==> src/rtl/rank_order_encoder_pkg.sv <==
// Shared SNN accelerator constants: image geometry, input word width and encoder FSM states.
package rank_order_encoder_pkg;

  localparam int unsigned IMAGE_SIZE     = 256;
  localparam int unsigned PIXEL_BITS     = 8;
  localparam int unsigned AXI_DATA_WIDTH = 32;

  // FSM state encoding kept as plain constants so older tools can consume it.
  typedef logic [2:0] state_t;

  localparam state_t ST_LOAD   = 3'd0;
  localparam state_t ST_SCAN   = 3'd1;
  localparam state_t ST_REQ_HI = 3'd2;
  localparam state_t ST_REQ_LO = 3'd3;
  localparam state_t ST_FINISH = 3'd4;

endpackage

==> src/rtl/rank_order_img_buf.sv <==
// Image buffer: whole-word writes from the input stream, single-pixel combinational reads
// for the scanner.
module rank_order_img_buf #(
  parameter int unsigned IMAGE_SIZE     = rank_order_encoder_pkg::IMAGE_SIZE,
  parameter int unsigned PIXEL_BITS     = rank_order_encoder_pkg::PIXEL_BITS,
  parameter int unsigned AXI_DATA_WIDTH = rank_order_encoder_pkg::AXI_DATA_WIDTH
) (
  input  logic                                                          clk,
  input  logic                                                          we,
  input  logic [$clog2(IMAGE_SIZE/(AXI_DATA_WIDTH/PIXEL_BITS))-1:0]     waddr,
  input  logic [AXI_DATA_WIDTH-1:0]                                     wdata,
  input  logic [$clog2(IMAGE_SIZE)-1:0]                                 raddr,
  output logic [PIXEL_BITS-1:0]                                         rdata
);

  localparam int unsigned PPW = AXI_DATA_WIDTH / PIXEL_BITS;
  localparam int unsigned SW  = $clog2(PPW);

  logic [PIXEL_BITS-1:0] mem [IMAGE_SIZE];

  // Pixel k of word w lands at address {w, k}.
  always_ff @(posedge clk) begin
    if (we) begin
      for (int k = 0; k < int'(PPW); k++) begin
        mem[{waddr, SW'(k)}] <= wdata[k*PIXEL_BITS +: PIXEL_BITS];
      end
    end
  end

  // Combinational read of the pixel under the scan pointer.
  always_comb begin
    rdata = mem[raddr];
  end

endmodule

==> src/rtl/rank_order_encoder.sv <==
// Rank-order encoder: loads an image from a ready/valid stream, then emits one four-phase AER
// event per non-zero pixel in descending intensity order (ties by ascending address).
module rank_order_encoder #(
  parameter int unsigned IMAGE_SIZE     = rank_order_encoder_pkg::IMAGE_SIZE,
  parameter int unsigned PIXEL_BITS     = rank_order_encoder_pkg::PIXEL_BITS,
  parameter int unsigned AXI_DATA_WIDTH = rank_order_encoder_pkg::AXI_DATA_WIDTH
) (
  input  logic                          CLK,
  input  logic                          RST_N,
  input  logic [AXI_DATA_WIDTH-1:0]     S_TDATA,
  input  logic                          S_TVALID,
  output logic                          S_TREADY,
  input  logic                          S_TLAST,
  input  logic [$clog2(IMAGE_SIZE)-1:0] EVT_LIMIT,
  output logic [$clog2(IMAGE_SIZE)-1:0] AEROUT_ADDR,
  output logic                          AEROUT_REQ,
  input  logic                          AEROUT_ACK,
  output logic                          BUSY,
  output logic                          DONE,
  output logic                          FRAME_ERR
);

  import rank_order_encoder_pkg::*;

  localparam int unsigned PPW   = AXI_DATA_WIDTH / PIXEL_BITS;
  localparam int unsigned WORDS = IMAGE_SIZE / PPW;
  localparam int unsigned AW    = $clog2(IMAGE_SIZE);
  localparam int unsigned WAW   = $clog2(WORDS);

  localparam logic [WAW-1:0]        LAST_WORD = WAW'(WORDS - 1);
  localparam logic [AW-1:0]         LAST_ADDR = AW'(IMAGE_SIZE - 1);
  localparam logic [PIXEL_BITS-1:0] LEVEL_ONE = PIXEL_BITS'(1);
  localparam logic [AW:0]           CNT_ONE   = (AW + 1)'(1);

  state_t                state_q, state_d;
  logic [WAW-1:0]        word_cnt_q, word_cnt_d;
  logic [PIXEL_BITS-1:0] max_q, max_d;
  logic [PIXEL_BITS-1:0] level_q, level_d;
  logic [AW-1:0]         addr_q, addr_d;
  logic [AW:0]           evt_cnt_q, evt_cnt_d;
  logic [AW-1:0]         limit_q, limit_d;
  logic [AW-1:0]         aer_addr_q, aer_addr_d;
  logic                  aer_req_q;
  logic                  frame_err_q, frame_err_d;

  logic                  xfer;
  logic [PIXEL_BITS-1:0] word_max;
  logic [PIXEL_BITS-1:0] new_max;
  logic [PIXEL_BITS-1:0] pix;
  logic [AW-1:0]         adv_addr;
  logic [PIXEL_BITS-1:0] adv_level;
  logic                  adv_done;
  logic [AW:0]           evt_next;

  assign xfer = S_TVALID && (state_q == ST_LOAD);

  rank_order_img_buf #(
    .IMAGE_SIZE     (IMAGE_SIZE),
    .PIXEL_BITS     (PIXEL_BITS),
    .AXI_DATA_WIDTH (AXI_DATA_WIDTH)
  ) u_img_buf (
    .clk   (CLK),
    .we    (xfer),
    .waddr (word_cnt_q),
    .wdata (S_TDATA),
    .raddr (addr_q),
    .rdata (pix)
  );

  // Largest pixel in the incoming word, folded into the running frame maximum.
  always_comb begin
    word_max = '0;
    for (int k = 0; k < int'(PPW); k++) begin
      if (S_TDATA[k*PIXEL_BITS +: PIXEL_BITS] > word_max) begin
        word_max = S_TDATA[k*PIXEL_BITS +: PIXEL_BITS];
      end
    end
    new_max = (word_max > max_q) ? word_max : max_q;
  end

  // Scan-pointer advance: wrapping the address drops one intensity level; dropping to zero
  // means every non-zero pixel has been visited.
  always_comb begin
    adv_addr  = addr_q + AW'(1);
    adv_level = level_q;
    adv_done  = 1'b0;
    if (addr_q == LAST_ADDR) begin
      adv_addr  = '0;
      adv_level = level_q - LEVEL_ONE;
      adv_done  = (level_q == LEVEL_ONE);
    end
    evt_next = evt_cnt_q + CNT_ONE;
  end

  // Next-state logic for the FSM, counters and max tracker.
  always_comb begin
    state_d     = state_q;
    word_cnt_d  = word_cnt_q;
    max_d       = max_q;
    level_d     = level_q;
    addr_d      = addr_q;
    evt_cnt_d   = evt_cnt_q;
    limit_d     = limit_q;
    aer_addr_d  = aer_addr_q;
    frame_err_d = 1'b0;

    case (state_q)
      ST_LOAD: begin
        if (xfer) begin
          if (S_TLAST && (word_cnt_q == LAST_WORD)) begin
            limit_d    = EVT_LIMIT;
            level_d    = new_max;
            addr_d     = '0;
            word_cnt_d = '0;
            max_d      = '0;
            state_d    = (new_max == '0) ? ST_FINISH : ST_SCAN;
          end else if (S_TLAST || (word_cnt_q == LAST_WORD)) begin
            // Short or unterminated frame: discard and wait for a fresh one.
            frame_err_d = 1'b1;
            word_cnt_d  = '0;
            max_d       = '0;
          end else begin
            word_cnt_d = word_cnt_q + WAW'(1);
            max_d      = new_max;
          end
        end
      end

      ST_SCAN: begin
        if (pix == level_q) begin
          aer_addr_d = addr_q;
          state_d    = ST_REQ_HI;
        end else begin
          addr_d  = adv_addr;
          level_d = adv_level;
          if (adv_done) state_d = ST_FINISH;
        end
      end

      ST_REQ_HI: begin
        if (AEROUT_ACK) state_d = ST_REQ_LO;
      end

      ST_REQ_LO: begin
        if (!AEROUT_ACK) begin
          evt_cnt_d = evt_next;
          if ((limit_q != '0) && (evt_next == {1'b0, limit_q})) begin
            state_d = ST_FINISH;
          end else begin
            addr_d  = adv_addr;
            level_d = adv_level;
            state_d = adv_done ? ST_FINISH : ST_SCAN;
          end
        end
      end

      ST_FINISH: begin
        evt_cnt_d  = '0;
        word_cnt_d = '0;
        max_d      = '0;
        addr_d     = '0;
        level_d    = '0;
        state_d    = ST_LOAD;
      end

      default: state_d = ST_LOAD;
    endcase
  end

  // State registers with synchronous active-low reset; REQ is registered to stay glitch-free.
  always_ff @(posedge CLK) begin
    if (!RST_N) begin
      state_q     <= ST_LOAD;
      word_cnt_q  <= '0;
      max_q       <= '0;
      level_q     <= '0;
      addr_q      <= '0;
      evt_cnt_q   <= '0;
      limit_q     <= '0;
      aer_addr_q  <= '0;
      aer_req_q   <= 1'b0;
      frame_err_q <= 1'b0;
    end else begin
      state_q     <= state_d;
      word_cnt_q  <= word_cnt_d;
      max_q       <= max_d;
      level_q     <= level_d;
      addr_q      <= addr_d;
      evt_cnt_q   <= evt_cnt_d;
      limit_q     <= limit_d;
      aer_addr_q  <= aer_addr_d;
      aer_req_q   <= (state_d == ST_REQ_HI);
      frame_err_q <= frame_err_d;
    end
  end

  // Output decode.
  always_comb begin
    S_TREADY    = (state_q == ST_LOAD);
    BUSY        = (state_q != ST_LOAD);
    DONE        = (state_q == ST_FINISH);
    AEROUT_REQ  = aer_req_q;
    AEROUT_ADDR = aer_addr_q;
    FRAME_ERR   = frame_err_q;
  end

endmodule

==> config.mk <==
export PLATFORM = sky130hd
export DESIGN_NAME = rank_order_encoder
export DESIGN_NICKNAME = d
export VERILOG_FILES = /design/src/rtl/rank_order_encoder_pkg.sv /design/src/rtl/rank_order_img_buf.sv /design/src/rtl/rank_order_encoder.sv
export SDC_FILE = /design/constraint.sdc
export NUM_CORES = 2
export LEC_CHECK = 0
export CAP_MARGIN = 15
export CORE_MARGIN = 3
export CORE_UTILIZATION = 55
export DETAILED_ROUTE_END_ITERATION = 8
export PLACE_DENSITY = 0.71
export RECOVER_POWER = 25
export SLEW_MARGIN = 20
export SYNTH_ARGS = -nofsm -noshare
export SYNTH_HDL_FRONTEND = slang
export SYNTH_SLANG_ARGS = --single-unit
==> constraint.sdc <==
create_clock -name CLK -period 22.4 [get_ports CLK]
set_input_delay 2.24 -clock CLK [delete_from_list [all_inputs] [get_ports CLK]]
set_output_delay 2.24 -clock CLK [all_outputs]
set_load 0.03 [all_outputs]
Yosys cells after proc, flatten, opt, wreduce, memory -nomap -nowiden --
Memories as Yosys holds them, arrays and structs flattened. A register that Yosys moved wholly into a read port is not among the register bits. Index checks and enable logic that the tools add are counted. W data, S select, Z words.
Operators by class: bitwise gates (word level) 3, add/sub/neg operators 4, reductions and logical operators 17, magnitude comparators 5, equality and inequality tests 15, multiplexer cells 45
Operators with widths (count):
- $mux W8 | 22
- $pmux W8 S4 | 2
- $gt A8 B8 Y1 | 4
- $mux W3 | 9
- $mux W6 | 3
- $pmux W9 S2 | 1
- $pmux W8 S2 | 1
- $pmux W3 S4 | 1
- $pmux W6 S2 | 1
- $add A9 B1 Y9 const B | 1
- $eq A3 B2 Y1 const B | 3
- $eq A9 B8 Y1 | 1
- $mux W9 | 1
- $add A8 B1 Y8 const B | 1
- $eq A8 B1 Y1 const B | 1
- $eq A8 B8 Y1 | 1
- $eq A8 B8 Y1 const B | 1
- $gt A8 B1 Y1 const B | 1
- $logic_not A8 Y1 | 1
- $reduce_bool A8 Y1 | 1
- $sub A8 B1 Y8 const B | 1
- $add A6 B1 Y6 const B | 1
- $eq A6 B6 Y1 const B | 1
- $ne A2 B2 Y1 const B | 3
- 15 further kinds | 26
Word-level totals: output and inout bits 13, bits in writable memories 2048, bits of input ports 45, flip-flop bits (word level) 60, logic and storage cells 100, memories kept 1
Memories:
- u_img_buf.mem | words 256, bits a word 8, rd ports 1, clocked after memory_dff 1, write ports 4, RTL line rank_order_img_buf.sv:19 | logic [PIXEL_BITS-1:0] mem [IMAGE_SIZE];

Longest topological paths before layout --
depth after elaboration 16, depth in mapped cells 37, gate-level depth less buffers 35

Hierarchy --
A second synthesis with hierarchy kept.
Second synthesis, totals: cell total of the unflattened synthesis 4016, area, all modules 82993.3 µm²
By module, submodules not included:
- rank_order_img_buf | instances 1, seq. area each 61499.0 µm², cells each 3444, area an instance 78411.5 µm²
- rank_order_encoder | instances 1, seq. area each 1201.2 µm², cells each 572, area an instance 4581.9 µm²

Least setup slack after synthesis --
OpenSTA, ideal clock, no wires.
kind input to register, start point input port S_TDATA[7], end point register state_q[0], arrival time 9.191 ns, stages 34, buffers on the path 3, slack 13.089 ns, data required time 22.280 ns, setup time 0.120 ns, cells stage by stage inv_1 -> ha_1 -> nand2_1 -> o21ai_0 -> mux2i_1 -> a21oi_1 -> mux2i_1 -> ha_1 -> nor2b_1 -> o21a_1 -> o21a_1 -> o21ai_1 -> a21o_1 -> clkbuf_1 -> a21oi_1 -> inv_1 -> ha_1 -> and4_1 -> a32oi_1 -> clkbuf_1 -> o21ai_0 -> ha_1 -> nor2b_1 -> o21a_1 -> o21a_1 -> o21a_1 -> o21ai_1 -> clkbuf_1 -> nor2_1 -> a221oi_1 -> nand4_1 -> nor2_1 -> nor2_1 -> o31a_1
Between the ends: cells in the longest elaborated chain, start to end 15
RTL lines:
- start, declared | RTL line rank_order_encoder.sv:10 | input logic [AXI_DATA_WIDTH-1:0] S_TDATA,
- $gt A8 B1 Y1 | RTL line rank_order_encoder.sv:74 | if (S_TDATA[k*PIXEL_BITS +: PIXEL_BITS] > word_max) begin
- $mux W8 (*) | RTL line rank_order_encoder.sv:74
- $gt A8 B8 Y1 | RTL line rank_order_encoder.sv:74
- $mux W8 (*) | RTL line rank_order_encoder.sv:74
- $gt A8 B8 Y1 | RTL line rank_order_encoder.sv:74
- $mux W8 (*) | RTL line rank_order_encoder.sv:74
- $gt A8 B8 Y1 | RTL line rank_order_encoder.sv:74
- $mux W8 (*) | RTL line rank_order_encoder.sv:74
- $gt A8 B8 Y1 | RTL line rank_order_encoder.sv:78 | new_max = (word_max > max_q) ? word_max : max_q;
- $mux W8 (*) | RTL line rank_order_encoder.sv:78
- $logic_not A8 Y1 (*) | RTL line rank_order_encoder.sv:116 | state_d = (new_max == '0) ? ST_FINISH : ST_SCAN;
- $mux W3 (*) | RTL line rank_order_encoder.sv:116
- $mux W3 (*) | RTL line rank_order_encoder.sv:110 | if (S_TLAST && (word_cnt_q == LAST_WORD)) begin
- $mux W3 (*) | RTL line rank_order_encoder.sv:109 | if (xfer) begin
- $pmux W3 S4 (*) | RTL line rank_order_encoder.sv:107 | case (state_q)
- end signal, assigned | RTL line rank_order_encoder.sv:184 | state_q <= state_d;
- end, declared | RTL line rank_order_encoder.sv:35 | state_t state_q, state_d;
Every way passes the cells marked *; elsewhere a longest branch is shown, timed or not. A chain may end at the register's enable or synchronous reset.

Worst setup path in the final report --
start point input port S_TDATA[14], end point register state_q[0]
Between the ends: cells in the longest elaborated chain, start to end 13
RTL lines (RTL line):
- $gt A8 B8 Y1 | rank_order_encoder.sv:74
- $mux W8 (*) | rank_order_encoder.sv:74
- $gt A8 B8 Y1 | rank_order_encoder.sv:74
- $mux W8 (*) | rank_order_encoder.sv:74
- $gt A8 B8 Y1 | rank_order_encoder.sv:74
- $mux W8 (*) | rank_order_encoder.sv:74
- $gt A8 B8 Y1 | rank_order_encoder.sv:78
- $mux W8 (*) | rank_order_encoder.sv:78
- $logic_not A8 Y1 (*) | rank_order_encoder.sv:116
- $mux W3 (*) | rank_order_encoder.sv:116
- $mux W3 (*) | rank_order_encoder.sv:110
- $mux W3 (*) | rank_order_encoder.sv:109
- $pmux W3 S4 (*) | rank_order_encoder.sv:107
Marked as above.

==> impl_metrics.toml <==
[sta]
finClkSkew_ns = 0.02762
rsz0062_at_grt = "no"
tns_ns = 0
tightestPinTransition_ns = 4.335
setup_slack_ns = 10.95
maxSlewViolCount = 1246
timing.final.crit_share = 0.5111
hold_viol = 0
relSlewSlack = -1.890
setup_violations = 0
timing.hold.ws_ns = 0.5004
achievable-frequency_ghz = 0.08734
fin_crit_ns = 11.45

[synth]
synth_top_family_by_area = "multiplexers"
synth-edff-count = 2048
yosysTopAreaCellShare = 0.7329
synth_mux_area_frac = 0.1435
yosys.area_share.adder = 0.005517
synthArstFlopShare = 0
yosysMostFrequentCell = "edfxtp_1"
synthCells = 4290
syn_area_sq_mm = 0.08391
ys.flop_type = "edfxtp_1"
synthTopCellsByCount = "edfxtp_1, mux2i_1, mux4_2"
ys_warn_count = 0
avgSynthCellArea_sq_um = 19.56
synth-simple-area-share = 0.03749
synth-compound-area-share = 0.04039
syn_nets = 4372
synth.area.top_cells = "edfxtp_1, mux4_2, mux2i_1"
synth_xor_area_frac = 0.002296
yosysSeqAreaShare = 0.7491
yosys.area.top_type = "edfxtp_1"
ys_seq_elements = 2116
ys_types = 87

[detailed_routing]
drc_errors = 0
detail_route.iter0.violations = 6319
vias = 44800
dr.pass1.iters = 6
wl_met3_um = 26460
vias_per_cell = 6.717
highest_layer = "met5"
routed-wl-met2_um = 103100
antenna_left = 0
wl_met1_um = 85440
routedWlPerCell_um = 33.62
wl_um = 224200

[clock_tree]
htreeDepth = 4
cts-root-buf = "clkbuf_16"
cts.sinks = 2116
numCtsBuffers = 201
cts_tree = "yes"
hold_buffers = 0
clk_pin_slew_ns = 0.06
clk_path_buf_depth = 3
cts_resized = 0
post-cts-setup-buffers = 0
clk-insertion-delay-late_ns = 0.84

[global_route]
grt_usage = 0.2867
grt_antenna_before_repair = 10
grt_first_pass_wirelength_um = 321200
grt_max_degree = 116
grt_pass1_vias = 44330
grt_overflow_total = 0

[worst_setup_path]
critPathLaunch = "S_TDATA[14]"
crit_slowest_cell = "clkbuf_1"
end_kind = "register"
slowest_delay_ns = 2.99
cp_max_fo = 65
path_class = "in2reg"
crit_arrival_ns = 12.16
worstPathRequired_ns = 23.11
startpoint_type = "input port"

[worst_hold_path]
worstHoldStart = "AEROUT_ADDR[2]$_SDFFE_PN0P_"
hold_path.class = "reg2reg"

[place]
placed_area_sq_mm = 0.08699
dp.cells = 6296
portBuffers = 57
place_ws_ns = 11.97
gp_congestion = 0.8771
dp_hpwl_um = 126900

[layout]
stdcell_area_sq_mm = 0.09316
area_growth_syn_to_layout_pct = 11.03
drive_gt1_frac = 0.1958
final_nets = 4570
fin_cells = 6670
postLayoutCoreUtil = 0.6183

[floorplan]
die_y_um = 396.6
fp.coreArea_sq_mm = 0.1507
initial_utilization = 0.5569
ios = 58
num_rows = 142
dieWidth_um = 396.6
fp.dieArea_sq_mm = 0.1573

[pwr]
power_density_mw_per_mm2 = 84.12
p_leak_nw = 28.34
p_total_mw = 7.837
vdd_ir_drop_max_mv = 0.08615

[flow_run]
cap_violations = 28

[outcome]
status = "finished with violations"
violations = "max-capacitance violations, max-slew violations"
## worst max-delay path, delay by kind of cell
| kind | cells | cell delay, ns |
|---|---|---|
| buf+inv | 5 | 3.82 |
| compound gates | 16 | 3.48 |
| simple gates | 6 | 0.80 |
| mux | 1 | 0.55 |
| fa+ha+maj | 3 | 1.17 |
## cell families (layout without fill, tap and decap cells)
family                   after synthesis  in the layout
multiplexers                         744            744
adder cells (fa/ha/maj)               37             37
buffers and inverters                275            638
AND/OR/NAND/NOR                      607            607
flip-flops                          2116           2116
other                                  0              1
XOR/XNOR                              22             22
AO/OA/AOI/OAI                        489            489
## per-layer routing
layer,up-vias,GRT usage
met5,-,0
met2,2834,0.4305
met3,443,0.06983
li1,18100,-
met1,23420,0.4113
met4,2,0.1114
## state kept, by name, summed over array words and instances (netlist names), named ones only
signal	count
state_q	3
FRAME_ERR	1
word_cnt_q	6
level_q	8
evt_cnt_q	9
AEROUT_REQ	1
addr_q	8
AEROUT_ADDR	8
max_q	8
limit_q	8
u_img_buf.mem	2048
## placed cells by master, fill, tap and decap left out, types with 9 or more instances in the layout
cell type,netlist,final
mux4_2,353,353
a21o_1,10,10
clkinv_1,1,47
nor2_2,2,29
nand4_1,32,32
nor2_1,173,108
clkbuf_16,0,207
o22ai_1,24,24
buf_4,54,137
edfxtp_1,2048,2048
nor2_4,0,38
and3_1,23,23
nor2b_1,28,24
ha_1,37,37
clkdlybuf4s50_1,0,25
nand2_1,117,117
nor3_1,24,24
a211oi_1,15,15
inv_1,42,42
a31oi_1,17,17
xnor2_1,14,14
mux4_1,10,10
dfxtp_1,68,62
nor4_1,10,9
mux2i_1,370,370
a22o_1,17,17
nand2b_1,13,13
a221oi_1,16,16
a21oi_1,84,84
nand3_1,103,103
clkinv_2,0,39
bufinv_16,0,9
and4b_1,9,9
mux2_2,11,11
clkbuf_1,52,92
o21ai_0,46,45
a22oi_1,194,194
## where the power goes
group	internal, mW	switching [mW]	leakage, nW
clock	1.80	1.43	3.04
sequential	4.35	0.00388	19.0
combinational	0.0612	0.192	6.32
## path summary, 6_finish.rpt
check / end / slack, ns / cells past startpoint
worst max-delay path: state_q[0]$_SDFF_PN0_ / 10.95 / 31
worst min-delay path: AEROUT_ADDR[2]$_SDFFE_PN0P_ / 0.50 / 2
worst max register to register: register / 14.78 / 15
worst min register to register: AEROUT_ADDR[2]$_SDFFE_PN0P_ / 0.50 / 2
## cell type report
class | count | area, sq um
multi-input combinational | 1899 | 19660
clock inverter | 110 | 782.0
tap | 2016 | 2522
inverter | 45 | 168.9
clock buffer | 258 | 5411
timing repair buffer | 225 | 1733
sequential | 2116 | 62880
fill | 10480 | 57500
antenna | 1 | 2.502
(Power assumes the default switching activity.)
